<file path="config.mk">
export PLATFORM = sky130hd
export DESIGN_NAME = fetch_stage
export DESIGN_NICKNAME = d
export VERILOG_FILES = /design/src/rtl/fetch_stage.sv
export SDC_FILE = /design/constraint.sdc
export NUM_CORES = 1
export LEC_CHECK = 0
export CAP_MARGIN = 40
export CORE_ASPECT_RATIO = 1.75
export CORE_UTILIZATION = 45
export CTS_CLUSTER_DIAMETER = 120
export DETAILED_ROUTE_END_ITERATION = 7
export PLACE_DENSITY = 0.71
export SLEW_MARGIN = 40
export SYNTH_ARGS = -nofsm -noshare
export SYNTH_HDL_FRONTEND = slang
export SYNTH_SLANG_ARGS = --single-unit
</file>
<file path="constraint.sdc">
create_clock -name clk -period 5.9 [get_ports clk]
set_input_delay 1.18 -clock clk [delete_from_list [all_inputs] [get_ports clk]]
set_output_delay 1.18 -clock clk [all_outputs]
set_load 0.05 [all_outputs]
</file>
<file path="src/rtl/fetch_stage.sv">
// Instruction fetch: issues one imem read at a time, buffers {pc, instr} for decode.
// Latency: request 1 cycle after IDLE decision, entry visible 1 cycle after ack; stalls when buffer full.
module fetch_stage #(
    parameter int ADDR_W    = 32,
    parameter int DATA_W    = 32,
    parameter int BUF_DEPTH = 2
) (
    input  logic              clk,
    input  logic              reset,
    input  logic [ADDR_W-1:0] pc_in,
    output logic              pc_incr,
    input  logic              flush,
    output logic              imem_req,
    output logic [ADDR_W-1:0] imem_addr,
    input  logic              imem_ack,
    input  logic [DATA_W-1:0] imem_rdata,
    output logic              dec_valid,
    input  logic              dec_ready,
    output logic [DATA_W-1:0] dec_instr,
    output logic [ADDR_W-1:0] dec_pc,
    output logic [ADDR_W-1:0] dec_pc_plus8
);

    localparam int PTR_W = $clog2(BUF_DEPTH);
    localparam int CNT_W = PTR_W + 1;

    typedef enum logic [1:0] {IDLE, WAIT, DRAIN} state_t;

    state_t            state;
    logic [DATA_W-1:0] instr_mem [BUF_DEPTH];
    logic [ADDR_W-1:0] pc_mem    [BUF_DEPTH];
    logic [ADDR_W-1:0] plus8_mem [BUF_DEPTH];
    logic [PTR_W-1:0]  rd_ptr;
    logic [PTR_W-1:0]  wr_ptr;
    logic [CNT_W-1:0]  count;
    logic              issue;
    logic              push;
    logic              pop;

    assign issue     = (state == IDLE) && !flush && (count < CNT_W'(BUF_DEPTH));
    // Gated by reset so a response landing during reset never advances the PC.
    assign push      = (state == WAIT) && imem_ack && !flush && !reset;
    assign pc_incr   = push;
    assign dec_valid = (count != '0) && !flush;
    assign pop       = dec_valid && dec_ready;

    assign dec_instr    = instr_mem[rd_ptr];
    assign dec_pc       = pc_mem[rd_ptr];
    assign dec_pc_plus8 = plus8_mem[rd_ptr];

    always_ff @(posedge clk) begin
        if (reset) begin
            state     <= IDLE;
            imem_req  <= 1'b0;
            imem_addr <= '0;
        end else begin
            case (state)
                IDLE: begin
                    if (issue) begin
                        imem_req  <= 1'b1;
                        imem_addr <= pc_in;
                        state     <= WAIT;
                    end
                end
                WAIT: begin
                    if (imem_ack) begin
                        imem_req <= 1'b0;
                        state    <= IDLE;
                    end else if (flush) begin
                        state <= DRAIN;
                    end
                end
                DRAIN: begin
                    if (imem_ack) begin
                        imem_req <= 1'b0;
                        state    <= IDLE;
                    end
                end
                default: begin
                    imem_req <= 1'b0;
                    state    <= IDLE;
                end
            endcase
        end
    end

    // pc+8 is stored per entry so an empty buffer after reset reads all zeros.
    always_ff @(posedge clk) begin
        if (reset) begin
            rd_ptr <= '0;
            wr_ptr <= '0;
            count  <= '0;
            for (int i = 0; i < BUF_DEPTH; i++) begin
                instr_mem[i] <= '0;
                pc_mem[i]    <= '0;
                plus8_mem[i] <= '0;
            end
        end else if (flush) begin
            rd_ptr <= '0;
            wr_ptr <= '0;
            count  <= '0;
        end else begin
            if (push) begin
                instr_mem[wr_ptr] <= imem_rdata;
                pc_mem[wr_ptr]    <= imem_addr;
                plus8_mem[wr_ptr] <= imem_addr + ADDR_W'(8);
                wr_ptr            <= wr_ptr + 1'b1;
            end
            if (pop) begin
                rd_ptr <= rd_ptr + 1'b1;
            end
            case ({push, pop})
                2'b10:   count <= count + 1'b1;
                2'b01:   count <= count - 1'b1;
                default: count <= count;
            endcase
        end
    end

endmodule
</file>
* Word-level counts from Yosys, hierarchy flattened *
Memories as Yosys holds them, arrays and structs flattened. A register that Yosys moved wholly into a read port is not among the register bits.
Index checks and enable logic that the tools add are counted.
W data, S select, Z words.

operators by class
  equality and inequality tests = 8
  muxes and demuxes = 30
  add/sub/neg operators = 5
  order comparisons = 1
  reduce and logical (&&, ||, !) cells = 20

operators with widths
  operator                 count
  $mux W32                 3
  $reduce_or A32 Y1        3
  $add A32 B4 Y32 const B  1
  $mux W1                  20
  $mux W2                  4
  $logic_and A1 B1 Y1      7
  $pmux W2 S3              1
  $eq A2 B1 Y1 const B     2
  $eq A2 B2 Y1 const B     2
  $ne A2 B2 Y1 const B     2
  $pmux W2 S2              1
  $reduce_and A2 Y1        2
  $reduce_bool A2 Y1       2
  $reduce_or A2 Y1         2
  $ne A3 B3 Y1 const B     1
  $reduce_and A3 Y1        1
  $add A1 B1 Y1 const B    2
  $add A2 B1 Y2 const B    1
  $logic_not A1 Y1         2
  $logic_not A2 Y1         1
  $lt A2 B2 Y1 const B     1
  $ne A2 B1 Y1 const B     1
  $pmux W1 S2              1
  $sub A2 B1 Y2 const B    1

word-level totals
  output and inout bits = 131
  word-level logic and storage cells = 73
  RAM bits = 192
  register bits after elaboration = 39
  memories = 3

memories
  memory     depth  width  rd ports  clocked after memory_dff  write ports  line  source
  instr_mem  2      32     1         1                         2            30    logic [DATA_W-1:0] instr_mem [BUF_DEPTH];
  pc_mem     2      32     1         1                         2            31    logic [ADDR_W-1:0] pc_mem [BUF_DEPTH];
  plus8_mem  2      32     1         1                         2            32    logic [ADDR_W-1:0] plus8_mem [BUF_DEPTH];

* Depth between registers and ports, before layout *
  word-level depth = 10
  gate-level depth with buffers = 8
  depth with buffers taken out = 8

* Worst setup path after synthesis *
OpenSTA, ideal clock, no wires.

  path type = input to register
  start = input port flush
  end = memory instr_mem[0][0], enable pin
  slack = 1.356 ns
  path buffers = 2
  stages = 7
  required time = 5.433 ns
  arrival = 4.076 ns
  path through = buf_2 > nor2_1 > nand3_1 > inv_2 > nand2b_1 > clkbuf_1 > nand2b_1

RTL lines
  what                line  source
  start: declaration  12    input logic flush,
  end: declaration    30

* Worst setup path in the final report *
  start = input port flush
  end = output port pc_incr

on the way
  word-level cells in the longest chain between the ends = 3

RTL lines
  what                               line  source
  $logic_not A1 Y1                   42    assign push = (state == WAIT) && imem_ack && !flush && !reset;
  $logic_and A1 B1 Y1 (2 in series)  42
  end: declaration                   11    output logic pc_incr,

Every way passes these cells.

==> impl_metrics.toml <==
[placed_design]
dp_cells = 1234
place_area_um2 = 12300
place_hpwl_um = 15700
portBuffers = 199
finalWeightedCongestion = 0.741

[global_routing]
grt_overflow_total = 0
grt_pass1_wl_um = 35900
grt_max_degree = 64
grt_pass1_vias = 6477
grt_antenna_before_repair = 0
grt.total_usage_pct = 20.6

[detailed_routing]
via_count = 6687
postRouteWirelength_um = 23900
drc = 0
ant_nets = 0
drt_pass1_iterations = 5
drt_iter0_markers = 339
viasPerCell = 5.26
wire_per_inst_um = 18.8

[pwr]
p_sw_uw = 1170
p_leak_uw = 0.00479
p_comb_share_pct = 19.9
power_density_nw_per_um2 = 307
switching_share_pct = 29.3
clkPwrFrac_pct = 31.7
p_int_uw = 2810
p_seq_share_pct = 48.5
ir_worst_vdd_uv = 237

[timing]
maxSlewViolCount = 0
final_hold_viol_count = 0
fin_tns_setup_ns = 0
hold_ws_ns = 0.479
rsz0062_at_grt = "false"
relSlewSlack_pct = 45.3
fmax_mhz = 229
setup_viol = 0
final.min_clock_period_ns = 4.36
clock_skew_ns = 0.00796
worst_pin_slew_ns = 0.820
fin_crit_sh_pct = 74.0

[floorplan]
dieArea_um2 = 23000
core-area_um2 = 22100
start_util_pct = 45.6
rows = 72
io_pins = 200
die_y_um = 200
chipWidth_um = 115

[synthesis]
yosys.area.top_type = "edfxtp_1"
yosys_warnings = 0
syn_avg_cell_area_um2 = 12.8
synth.top_cell.area_share_pct = 55.4
ys_ff_latch = 226
synthTopCellsByArea = "edfxtp_1 (55%), mux2_2 (10%), dfxtp_1 (7.9%)"
netlist-cell-type-count = 45
synth_nets = 861
synthCells = 786
ys_seq_area_share_pct = 63.4
synth.cell_area_um2 = 10100

[critical_path]
cp_max_fo = 9
reg2reg_from = "state[1]$_SDFFE_PP0P_"
critPathRequiredTime_ns = 4.72
critical_path_class = "in -> out"
r2r_cells = 8
arrival_ns = 3.18
critPathLaunchType = "input pin"
critical_path.startpoint = "flush"
end_kind = "primary output"

[clock_tree]
cts_tree = "done"
cts_sinks = 226
htreeDepth = 1
clk_latency_ns = 0.49
cts_setup_buffers = 0
cts_buffers = 21
clock_path_buffers = 3
cts_resized = 0
cts.hold.buffers_added = 0
cts-root-buf = "clkbuf_16"
path_clk_slew_ns = 0.06

[finish]
area_delta_synth_final_pct = 28.6
layout.nets = 1036
drive_gt1_share_pct = 15.7
ff_latch_area_um2 = 6390
design_area_um2 = 13000
fillers = 1830
multi_input_area_um2 = 3410
fin_cells = 1271
diodes = 0

[status]
outcome = "complete, no violations"

[min_path]
hold_class = "reg -> reg"
whs_path_depth = 2
holdCritStartpoint = "imem_req$_SDFFE_PP0P_"

[job]
max_cap_violations = 0
[area by class of cell]
type                    instances  area share [%]
inverters                       7           0.203
clock inverters                 7           0.271
repair buffers                211            16.3
clock buffers                  30            4.63
flip-flops and latches        226            49.3
well taps                     296            2.86
multi-input cells             494            26.4
[Yosys cell counts]
master     instances
o21ba_2            1
a21oi_1           61
o21ai_0            3
or4_1              8
a211oi_1           1
xor2_1            12
nand2_2            1
clkbuf_1          48
or4_4              3
and4_4             1
nor2b_1            2
buf_2              3
nand3_1            7
nand3b_4           1
nor2_1            41
or3_1              2
nand4_4            1
dfxtp_1           40
inv_2              1
nand2_1           73
inv_1              6
nand2b_1           4
nand4_1           10
a21o_1             1
mux2_2            93
a21boi_0           1
nand3_2            1
and4_1             4
clkbuf_8           1
buf_6              2
buf_4              4
and2_1            64
edfxtp_1         186
ha_1               6
nand4bb_1          1
or3b_1             1
and3_1            64
buf_12             1
nand2_4            1
nand3_4            1
o31ai_1           11
nor3b_1            1
xnor2_1            6
nor3_1             4
o21bai_1           2
[critical path: stages]
cell and delay (ns):
clkdlybuf4s50_1 0.58, nor2_1 0.19, nand3_1 0.23, inv_2 0.17, clkdlybuf4s50_1 0.82
[through the flow]
step,power [uW],worst slack [ns],util [%]
3_5_place_dp,2760,1.44,55.8
6_report,3980,1.54,58.7
3_3_place_gp,2750,1.48,55.7
5_1_grt,4130,1.45,58.7
4_1_cts,4010,1.55,58.7
2_1_floorplan,2450,1.36,-
[worst paths after layout]
path	end	slack, ns
setup / recovery	pc_incr	1.54
setup reg to reg	instr_mem[0][5]$_SDFFCE_PN0P_	2.81
hold reg to reg	imem_req$_SDFFE_PP0P_	0.48
hold / removal	imem_req$_SDFFE_PP0P_	0.48
[flip-flops by register name (all words and copies together) (netlist names), named ones only]
signal,cells
state,2
pc_mem,61
count,2
wr_ptr,1
rd_ptr,1
instr_mem,64
plus8_mem,61
imem_req,1
imem_addr,32
[placed cells by master (no fill, tap or decap), drive strengths merged, types with 2 or more instances in the layout]
cell	n
or3	2
ha	6
clkdlybuf4s50	198
clkbuf	30
dfxtp	40
o31ai	11
edfxtp	186
a21oi	61
and3	64
nor3	4
o21ai	3
nand2b	4
or4	11
xnor2	6
clkinv	6
nor2b	2
nand3	9
and2	64
xor2	12
buf	13
nand2	75
nand4	11
and4	5
nor2	41
o21bai	2
inv	8
mux2	93
[kinds of logic after synthesis]
kind of cell | count (synthesis) | synth area share (%)
fa+ha+maj | 6 | 0.745
buf+inv | 66 | 3.05
mux | 93 | 10.4
flops | 226 | 63.4
simple gates | 296 | 16.4
compound gates | 81 | 4.47
xor+xnor | 18 | 1.56
[power groups by stage]
stage | logic [uW] | clock network [uW] | registers, uW
2_1_floorplan | 403 | 0 | 2050
3_3_place_gp | 786 | 0 | 1960
3_5_place_dp | 792 | 0 | 1960
4_1_cts | 795 | 1280 | 1930
5_1_grt | 841 | 1350 | 1940
6_report | 791 | 1260 | 1930
[routing by layer]
metal,GRT usage [%],wire length [um]
met1,24.3,9200
met2,38.1,13000
met3,2.39,1040
met4,7.79,716
met5,0,0
No activity file was read; power rests on OpenSTA's default activity.
